==> src/rtl/alu.sv <==
// Registered 32-bit ALU: eight operations selected by Control, latency 1.
// Define ALU_FLAGS_EN to build the Negative/Carry/Overflow flag registers.
module alu (
  input  logic        clk,
  input  logic        rst,
  input  logic [31:0] A,
  input  logic [31:0] B,
  input  logic [2:0]  Control,
  output logic [31:0] Result,
  output logic        Zero,
  output logic        Negative,
  output logic        Carry,
  output logic        Overflow
);

  typedef enum logic [2:0] {
    OP_ADD = 3'b000,
    OP_SUB = 3'b001,
    OP_AND = 3'b010,
    OP_OR  = 3'b011,
    OP_XOR = 3'b100,
    OP_SLT = 3'b101,
    OP_SLL = 3'b110,
    OP_SRL = 3'b111
  } op_e;

`ifdef ALU_FLAGS_EN
  localparam int SUM_W = 33;
`else
  localparam int SUM_W = 32;
`endif

  op_e              op;
  logic             is_sub;
  logic [31:0]      b_op;
  logic [SUM_W-1:0] sum;
  logic             ovf;
  logic [31:0]      result_d, result_q;
  logic             zero_d, zero_q;

  assign op = op_e'(Control);

  // SUB and SLT share the adder as A + ~B + 1; SLT derives its answer from
  // the sign of that difference corrected by signed overflow.
  always_comb begin
    // NOTE: every always_comb output gets a default first so no path can
    // leave it unassigned and infer a latch.
    result_d = '0;
    is_sub   = (op == OP_SUB) || (op == OP_SLT);
    b_op     = is_sub ? ~B : B;
    sum      = SUM_W'(A) + SUM_W'(b_op) + SUM_W'(is_sub);
    ovf      = (A[31] == b_op[31]) && (sum[31] != A[31]);
    case (op)
      OP_ADD,
      OP_SUB: result_d = sum[31:0];
      OP_AND: result_d = A & B;
      OP_OR:  result_d = A | B;
      OP_XOR: result_d = A ^ B;
      OP_SLT: result_d = {31'd0, sum[31] ^ ovf};
      OP_SLL: result_d = A << B[4:0];
      OP_SRL: result_d = A >> B[4:0];
      default: result_d = '0;
    endcase
    zero_d = (result_d == 32'd0);
  end

  // NOTE: sequential state uses non-blocking assignments so every register
  // samples pre-edge values regardless of statement order.
  always_ff @(posedge clk) begin
    if (rst) begin
      result_q <= '0;
      zero_q   <= 1'b1;
    end else begin
      result_q <= result_d;
      zero_q   <= zero_d;
    end
  end

  assign Result = result_q;
  assign Zero   = zero_q;

`ifdef ALU_FLAGS_EN
  logic carry_d, ovf_d;
  logic neg_q, carry_q, ovf_q;

  always_comb begin
    carry_d = 1'b0;
    ovf_d   = 1'b0;
    case (op)
      OP_ADD, OP_SUB: begin
        carry_d = sum[32];
        ovf_d   = ovf;
      end
      OP_SLT:  carry_d = sum[32];
      default: ;
    endcase
  end

  always_ff @(posedge clk) begin
    if (rst) begin
      neg_q   <= 1'b0;
      carry_q <= 1'b0;
      ovf_q   <= 1'b0;
    end else begin
      neg_q   <= result_d[31];
      carry_q <= carry_d;
      ovf_q   <= ovf_d;
    end
  end

  assign Negative = neg_q;
  assign Carry    = carry_q;
  assign Overflow = ovf_q;
`else
  assign Negative = 1'b0;
  assign Carry    = 1'b0;
  assign Overflow = 1'b0;
`endif

endmodule

==> config.mk <==
export PLATFORM = sky130hd
export DESIGN_NAME = alu
export DESIGN_NICKNAME = d
export VERILOG_FILES = /design/src/rtl/alu.sv
export SDC_FILE = /design/constraint.sdc
export NUM_CORES = 1
export LEC_CHECK = 0
export ABC_AREA = 1
export BUFFER_PORTS_ARGS = -buffer_cell sky130_fd_sc_hd__buf_4
export CORE_MARGIN = 2
export CORE_UTILIZATION = 45
export DETAILED_ROUTE_END_ITERATION = 8
export PLACE_DENSITY = 0.75
export SLEW_MARGIN = 20
export SYNTH_ARGS = -nofsm -noshare
export SYNTH_HDL_FRONTEND = slang
export SYNTH_SLANG_ARGS = --single-unit
export TNS_END_PERCENT = 1
==> constraint.sdc <==
create_clock -name clk -period 3.2 [get_ports clk]
set_clock_uncertainty 0.1 [all_clocks]
set_input_delay 0.64 -clock clk [delete_from_list [all_inputs] [get_ports clk]]
set_output_delay 0.64 -clock clk [all_outputs]
set_load 0.05 [all_outputs]
# [After elaboration in Yosys (flattened, before gate mapping)]
# Cells that the tools add are included.
[word_totals] regBits=33 wordCells=27
[classes] addsub=2 n_eq_ne=9 shift=2 n_mux=2 n_bitwise=5 reduce_logical=5
[ops] cell="case mux 32 bit (7 select lines)" count=1
[ops] cell="adder 32 x 1 -> 32 bit" count=1
[ops] cell="adder 32 bit" count=1
[ops] cell="AND 32 bit" count=1
[ops] cell="logical NOT 32 bit" count=1
[ops] cell="2-to-1 mux 32 bit" count=1
[ops] cell="inverter 32 bit" count=1
[ops] cell="bitwise OR 32 bit" count=1
[ops] cell="left shift 32 x 5 -> 32 bit" count=1
[ops] cell=">> shifter 32 x 5 -> 32 bit" count=1
[ops] cell="XOR 32 bit" count=1
[ops] cell="equality test 3 bit (second input constant)" count=4
[ops] cell="equality test 3 x 2 -> 1 bit (second input constant)" count=2
[ops] cell="equality test 3 x 1 -> 1 bit (second input constant)" count=1
[ops] cell="logical NOT 3 bit" count=1
[ops] cell="OR reduction 2 bit" count=1
[ops] cell="equality test 1 bit" count=1
[ops] cell="logical AND 1 bit" count=1
[ops] cell="logical OR 1 bit" count=1
[ops] cell="inequality test 1 bit" count=1
[ops] cell="XOR 1 bit" count=1

# [Depth between registers and ports, before layout]
# Gate-level depths: netlist of the first run.
[logic_depth] depth_word=10 ltp_mapped=24

# [Worst setup path before layout of the first run]
# Ideal clock, no wire load.
[synth_path] kind="in2reg" start="input B[3]" end="register zero_q (netlist: Zero)" setup_time_ns=0.060 arrival_ns=3.121 required_time_ns=3.040 path_slack_ns=-0.081 cell_stages=21 path_buffers=3 path_cell_list="clkbuf_1 -> inv_1 -> buf_2 -> buf_1 -> xor2_1 -> ha_1 -> or2_2 -> and2_1 -> nand3_1 -> nand3_1 -> nand2_1 -> nand2_1 -> nand2_1 -> nand2_1 -> a21oi_1 -> nand2_1 -> nor2_1 -> nand2_1 -> nor2_1 -> nand2_1 -> nand2_1"
[synth_via] elab_chain_cells=9
[synth_rtl] item="start, declared" line_no="7" rtl="input logic [31:0] B,"
[synth_rtl] item="inverter 32 bit" line_no="50" rtl="b_op = is_sub ? ~B : B;"
[synth_rtl] item="2-to-1 mux 32 bit" line_no="50"
[synth_rtl] item="adder 32 bit" line_no="51" rtl="sum = SUM_W'(A) + SUM_W'(b_op) + SUM_W'(is_sub);"
[synth_rtl] item="adder 32 x 1 -> 32 bit" line_no="51"
[synth_rtl] item="inequality test 1 bit" line_no="52" rtl="ovf = (A[31] == b_op[31]) && (sum[31] != A[31]);"
[synth_rtl] item="logical AND 1 bit" line_no="52"
[synth_rtl] item="XOR 1 bit" line_no="59" rtl="OP_SLT: result_d = {31'd0, sum[31] ^ ovf};"
[synth_rtl] item="case mux 32 bit (7 select lines) (*)" line_no="53" rtl="case (op)"
[synth_rtl] item="logical NOT 32 bit (*)" line_no="64" rtl="zero_d = (result_d == 32'd0);"
[synth_rtl] item="end signal, assigned" line_no="75" rtl="zero_q <= zero_d;"
[synth_rtl] item="end, declared" line_no="39" rtl="logic zero_d, zero_q;"
# Every way passes the cells marked *; elsewhere a longest branch is shown, timed or not.
# A chain may end at the register's enable or synchronous reset.

# [Final worst setup path of the first run]
[layout_path] start="input Control[1]" end="register zero_q (netlist: Zero)"
[layout_via] elab_chain_cells=10
[layout_rtl] item="start, declared" line_no="8" rtl="input logic [2:0] Control,"
[layout_rtl] item="equality test 3 x 1 -> 1 bit / equality test 3 bit (equally long branches)" line_no="49, 53"
[layout_rtl] item="logical OR 1 bit" line_no="49" rtl="is_sub = (op == OP_SUB) || (op == OP_SLT);"
[layout_rtl] item="2-to-1 mux 32 bit" line_no="50"
[layout_rtl] item="adder 32 bit" line_no="51"
[layout_rtl] item="adder 32 x 1 -> 32 bit" line_no="51"
[layout_rtl] item="inequality test 1 bit" line_no="52"
[layout_rtl] item="logical AND 1 bit" line_no="52"
[layout_rtl] item="XOR 1 bit" line_no="59"
[layout_rtl] item="case mux 32 bit (7 select lines) (*)" line_no="53"
[layout_rtl] item="logical NOT 32 bit (*)" line_no="64"
# Marks and branches as above.

==> results by group, run 1 <==
Outcome
  • Outcome: complete, but fails checks
  • Violated checks: setup timing

Power and ir drop
  • Leakage: 6.378 nW
  • Maximum vdd ir drop: 0.0002747 V
  • PD cells: 301.2 nW/um2
  • Power Total: 3.555 mW

STA
  • Worst Max-Slew Pin Slew: 1.147 ns
  • Period utilization: 1.006
  • RSZ-0062 raised after global routing: true
  • Count of final max-slew check failures: 0
  • Fmax: 310.7 MHz
  • Final Critical Period: 3.219 ns
  • Max-Slew Margin vs Limit: 0.2327
  • Setup violators final: 1
  • Final WS setup: -0.01906 ns
  • Final Hold Viols: 0

Detailed routing
  • WL/cell: 19.23 um
  • Routed WL: 39,660 um
  • First DRT Iteration DRCs: 1,546
  • Via count: 11,860
  • Via density: 5.750
  • Routed Antenna Nets: 0
  • Drt first pass iters: 6
  • DRC Markers: 0

Synthesis
  • Post-synth EDFFs: 0
  • Simple-Gate Fraction of Synth Area: 0.5238
  • Post-synth ARST share: 0
  • Mapped Cells: 1,575
  • Synthesized cell area: 8613 um2
  • Adder-Cell Fraction of Synth Area: 0.1432
  • Main synth FF type: dfxtp_1
  • Largest family of logic cells by synthesized area: simple AND/OR/NAND/NOR gates
  • Register area share after synthesis: 0.07670
  • Syn avg cell area: 5.469 um2
  • #FFs+latches synth: 33
  • Post-synthesis mux area share: 0
  • Yosys cell types: 43
  • Compound-Gate Fraction of Synth Area: 0.09660
  • Ys Warns: 0
  • Xor/xnor cell area share of the yosys netlist: 0.03457

Worst setup path
  • CP Class: input port to flip-flop
  • Worst Path Arrival: 3.34 ns
  • Req. time, crit path: 3.32 ns
  • Crit Path Max Fanout: 7
  • CP endpoint kind: flip-flop
  • Startpoint types: input port

Floorplan
  • DIE WIDTH: 142.4 um
  • I/O pin count: 105
  • Die height: 142.4 um
  • Core Region: 18,770 um2
  • DIE AREA: 20,260 um2
  • Initial Utilization: 0.4589
  • Cell row count: 50

Layout
  • # diodes: 0
  • Share of cells above drive strength 1: 0.2542
  • Fillers: 1,782
  • Final instance area: 11,800 um2
  • Final nets: 1,995
  • Final core utilization: 0.6289
  • Area Overhead vs Synth: 37.03%

Placement
  • Area after DPL: 10,790 um2
  • Pre-CTS WS: -0.4568 ns
  • DP HPWL: 31,300 um
  • Number of port buffers: 101
  • Final Wtd Congestion: 1.053

Global routing
  • Vias in the first global route: 10,480
  • Global route overflow: 0
  • GRT Util Overall: 0.3727
  • First-pass GRT wire length: 58,110 um
  • Initial antenna violation count: 1
  • Largest net degree at the start of global routing: 70

Clock tree
  • CTS sink cnt: 33
  • CTS root buffer: clkbuf_16
  • Num CTS Buffers: 5
  • CTS tree: yes
  • Hold-fix buffers, CTS: 0
  • CTS clk-pin slew, worst paths: 0.06 ns
  • Maximum buffer depth of the clock tree: 2
  • # H-tree levels: 2

Worst hold path
  • Worst Hold Class: input port to flip-flop
  • Start point of the worst hold path: rst
  • WHS Path Cells: 2
  • WHS Endpoint: Result[22]$_SDFF_PP0_

Run
  • Max Cap Violations: 0
==> how the worst max path moves through the flow <==
stage	start	to	slack, ns
after floorplan	B[3]	Zero$_SDFF_PP1_	0.05
after global placement	Control[1]	Zero$_SDFF_PP1_	-0.42
after detailed placement	Control[1]	Zero$_SDFF_PP1_	-0.46
after CTS	Control[1]	Zero$_SDFF_PP1_	-0.006
after global routing	Control[0]	Zero$_SDFF_PP1_	-0.15
final	Control[1]	Zero$_SDFF_PP1_	-0.02
==> cells in the mapped netlist (4+ instances only) <==
cell / n / area share
nand3_1: 373 / 0.22
o211ai_1: 14 / 0.012
nand3b_1: 9 / 0.0078
buf_1: 8 / 0.0035
nand4_1: 24 / 0.017
and2_1: 19 / 0.014
buf_6: 4 / 0.0052
nand2_1: 422 / 0.18
buf_2: 31 / 0.018
dfxtp_1: 33 / 0.077
xor2_1: 34 / 0.035
o21bai_1: 6 / 0.0052
ha_1: 97 / 0.14
or2_2: 4 / 0.0029
nor2_1: 127 / 0.055
o21ai_0: 34 / 0.020
a221oi_1: 6 / 0.0061
nand2_2: 4 / 0.0029
nor3_1: 10 / 0.0058
inv_1: 182 / 0.079
nand3_2: 5 / 0.0058
nand2_4: 7 / 0.0092
a21oi_1: 62 / 0.036
clkbuf_1: 30 / 0.013
==> metrics by stage <==
step | TNS (ns) | hold slack (ns) | instances
after CTS | -0.005947 | 0.6158 | 2040
after detailed placement | -0.7595 | 0.9026 | 2019
final | -0.01906 | 0.6169 | 2063
after floorplan | 0 | 0.8230 | 1577
after global routing | -0.1517 | 0.6385 | 2063
after global placement | -0.5467 | 0.9000 | 2019
==> power breakdown <==
group | switching, mW | total [mW] | internal (mW)
logic | 1.52 | 2.54 | 1.02
registers | 0.0119 | 0.465 | 0.453
clock network | 0.186 | 0.554 | 0.368
==> layer usage <==
| layer | track usage | vias up | routed length (um) |
|---|---|---|---|
| li1 | - | 5706 | - |
| met1 | 0.4948 | 5396 | 16060 |
| met2 | 0.6110 | 658 | 17880 |
| met3 | 0.04071 | 103 | 3530 |
| met4 | 0.1647 | 0 | 2188 |
| met5 | 0 | - | 0 |
==> layout make-up <==
type | count | area (um2) | area share
Timing Repair Buffer | 321 | 2636 | 0.2234
Clock inverter | 3 | 46.29 | 0.003922
Multi-Input combinational cell | 1283 | 7341 | 0.6220
Sequential cell | 33 | 660.6 | 0.05597
Inverter | 184 | 700.7 | 0.05937
Tap cell | 234 | 292.8 | 0.02481
Clock buffer | 5 | 125.1 | 0.01060
==> registers in the layout, indices dropped and copies added, names as in the netlist <==
register and count:
Result 32, Zero 1
==> cells in the final DEF (no fill, tap or decap), types with 10 or more instances in the layout <==
master and count:
buf_4 294, a21oi_1 34, nor2_2 12, dfxtp_1 33, nand2_1 378, inv_1 175, nand4_1 24, o211ai_1 14
buf_6 13, nand2_4 15, nand3_1 372, nand2_2 39, and2_1 18, nor2_1 110, xor2_1 30, buf_12 10
o21ai_0 32, a21oi_2 26, ha_1 96
==> worst max-delay path, stage by stage <==
cell and delay [ns]:
buf_8 0.11, inv_8 0.05, nand2_8 0.08, buf_12 0.16, buf_12 0.14, xor2_1 0.15
ha_1 0.31, buf_4 0.16, nand2_2 0.09, nor2_4 0.15, nand2_1 0.12, nor2_2 0.14
nand2_2 0.07, nand4_1 0.07, nand2_1 0.07, a21oi_2 0.16, buf_4 0.15, nand2_1 0.05
nor2_1 0.12, nand2_1 0.10, nor2_2 0.13, nand2_1 0.07, nand2_1 0.05
==> what timing repair did <==
item / in CTS / in global routing
setup endpoints to repair: 1 / 3
resized for setup: 60 / 94
gates cloned: 2 / 1
pin swaps: 18 / 76
buffers inserted: 11 / 23
==> cell families after synthesis <==
| kind of cell | count (synthesis) |
|---|---|
| buffers and inverters | 261 |
| xor gates and xnor gates | 34 |
| adders and majority gates | 98 |
| and+or+nand+nor | 1007 |
| AOI/OAI and AO/OA | 141 |
| other | 1 |
| DFF | 33 |
Power figures use the tool's default switching activity.
==> run 2, diff against run 1 <==
--- a/config.mk
+++ b/config.mk
@@ -10,7 +10,7 @@
 export CORE_MARGIN = 2
 export CORE_UTILIZATION = 45
 export DETAILED_ROUTE_END_ITERATION = 8
-export PLACE_DENSITY = 0.75
+export PLACE_DENSITY = 0.72
 export SLEW_MARGIN = 20
 export SYNTH_ARGS = -nofsm -noshare
 export SYNTH_HDL_FRONTEND = slang
==> constraint.sdc (replaced) <==
create_clock -name clk -period 3.15 [get_ports clk]
set_clock_uncertainty 0.1 [all_clocks]
set_input_delay 0.63 -clock clk [delete_from_list [all_inputs] [get_ports clk]]
set_output_delay 0.63 -clock clk [all_outputs]
set_load 0.05 [all_outputs]
==> results by group, run 2 (synthesis results as in run 1) <==
Layout
  • Share of cells above drive strength 1: 0.2144 (-0.03979)
  • Storage element area: 660.6 um2 (unchanged)
  • Most frequent cells in the layout: nand2_1, nand3_1, buf_4
  • Most common cell after layout, fill and taps aside: nand2_1
  • Multi-input gate area: 7233 um2 (-1.5%)
  • Max reg flops: 32 (unchanged)
  • Final instance area: 11,130 um2 (-5.7%)
  • Final nets: 1,924 (-3.6%)
  • # diodes: 0 (unchanged)
  • Fillers: 1,905 (+6.9%)
  • Area Overhead vs Synth: 29.17%

Clock tree
  • Hold-fix buffers, CTS: 0 (unchanged)
  • CTS tree: yes
  • CTS root buffer: clkbuf_16
  • Num CTS Buffers: 5 (unchanged)
  • # H-tree levels: 2 (unchanged)
  • CTS sink cnt: 33 (unchanged)
  • Maximum buffer depth of the clock tree: 2 (unchanged)
  • CTS clk-pin slew, worst paths: 0.05 ns (about the same)

Worst setup path
  • Worst path bufs/invs: 3 (-3)
  • CP peak stage delay: 0.33 ns (+0.02 ns)
  • WP depth: 21 (-8.7%)
  • Worst path top cell family by delay: simple AND/OR/NAND/NOR gates
  • CP Class: input port to flip-flop
  • Req. time, crit path: 3.27 ns (-0.05 ns)
  • Most used cell, CP: nand2_1
  • Critical path's slowest cell: ha_1
  • CP endpoint kind: flip-flop
  • Crit Path Max Fanout: 6 (-1)
  • Worst Path Arrival: 3.24 ns (-0.10 ns)
  • Cells along the critical path: buf_8, inv_8, nand2_8, clkbuf_16, xor2_1, ha_1, a21oi_1, nand2_1, a21oi_2, nand2_1, nand2_2, nand2_1, nand2_1, nand2_2, a21oi_2, nand2_1, nor2_1, nand2_1, nor2_2, nand2_1, nand2_1
  • Startpoint types: input port

Floorplan
  • Die height: 142.4 um (unchanged)
  • I/O pin count: 105 (unchanged)
  • Initial Utilization: 0.4589 (unchanged)
  • Cell row count: 50 (unchanged)
  • DIE WIDTH: 142.4 um (unchanged)
  • DIE AREA: 20,260 um2 (unchanged)
  • Core Region: 18,770 um2 (unchanged)

STA
  • Max-Slew Margin vs Limit: 0.5059 (+0.2732)
  • Worst Max-Slew Pin Slew: 0.7404 ns (-0.4064 ns)
  • Period utilization: 0.9873
  • Fmax: 321.5 MHz
  • RSZ-0062 raised after global routing: true
  • Final Hold Viols: 0 (unchanged)
  • Final WS setup: 0.03986 ns (+0.05892 ns)
  • Count of final max-slew check failures: 0 (unchanged)
  • Setup violators final: 0 (-1)
  • Final Critical Period: 3.110 ns

Run
  • Max Cap Violations: 0 (unchanged)

Detailed routing
  • WL/cell: 17.61 um (-8.4%)
  • Drt first pass iters: 5 (-1)
  • Via count: 11,340 (-4.4%)
  • DRC Markers: 0 (unchanged)
  • First DRT Iteration DRCs: 1,616 (+4.5%)
  • Routed WL: 35,070 um (-12%)
  • Via density: 5.694 (-0.98%)
  • Routed Antenna Nets: 0 (unchanged)

Global routing
  • Initial antenna violation count: 0 (-1)
  • First-pass GRT wire length: 53,320 um (-8.3%)
  • GRT Util Overall: 0.3348 (-0.03796)
  • Vias in the first global route: 10,040 (-4.2%)
  • Global route overflow: 0 (unchanged)
  • Largest net degree at the start of global routing: 76 (+8.6%)

Placement
  • Area after DPL: 10,330 um2 (-4.2%)
  • Pre-CTS WS: -0.5597 ns (-0.1030 ns)
  • Final Wtd Congestion: 1.087 (+3.2%)
  • Number of port buffers: 101 (unchanged)
  • DP HPWL: 27,740 um (-11%)

Outcome
  • Outcome: finished clean

Worst hold path
  • Worst Hold Class: input port to flip-flop
  • WHS Endpoint: Result[14]$_SDFF_PP0_
  • WHS Path Cells: 2 (unchanged)
  • Start point of the worst hold path: rst

Power and ir drop
  • PD cells: 299.2 nW/um2 (-0.68%)
  • Maximum vdd ir drop: 0.0002195 V (-20%)
  • Leakage: 6.011 nW (-5.8%)
run 2: repair_timing:
item | in CTS | in global routing
cloned | 2 | 1
pin swaps | 18 | 53
endpoints found under the setup margin | 2 | 4
resized for setup | 37 | 80
buffers inserted | 8 | 14
run 2: worst max-delay path by stage:
stage	startpoint	to	slack (ns)
after CTS	Control[1]	Zero$_SDFF_PP1_	0.003
after global routing	Control[1]	Zero$_SDFF_PP1_	-0.18
after floorplan	B[3]	Zero$_SDFF_PP1_	0.007
after detailed placement	Control[1]	Zero$_SDFF_PP1_	-0.56
after global placement	Control[1]	Zero$_SDFF_PP1_	-0.70
final	Control[1]	Zero$_SDFF_PP1_	0.04
run 2: area by class of cell:
type                    instances  area share
clock buffers                   7     0.01372
clock inverters                 1   0.0004498
inverters                     184     0.06298
multi-input cells            1283      0.6501
flip-flops and latches         33     0.05938
well taps                     234     0.02632
repair buffers                250      0.1870
run 2: layer usage:
layer / track usage / up-vias / wire length [um]
li1: - / 5542 / -
met1: 0.4686 / 5107 / 14930
met2: 0.5362 / 613 / 15430
met3: 0.03331 / 80 / 3150
met4: 0.1172 / 0 / 1562
met5: 0 / - / 0
run 2: where the power goes:
group	switching [mW]	internal, mW
logic	1.43	0.914
registers	0.0114	0.460
clock network	0.182	0.334
total	1.62	1.71
run 2: stage by stage:
step,TNS [ns],power (mW),utilization,std cells,hold slack (ns)
finish,0,3.328,0.5928,1992,0.6058
global route,-0.2128,3.564,0.5928,1992,0.6170
CTS,0,3.149,0.5710,1977,0.6115
detailed placement,-1.245,2.562,0.5507,1959,0.9002
global placement,-1.253,2.537,0.5507,1959,0.8938
floorplan,0,1.754,-,1577,0.8130
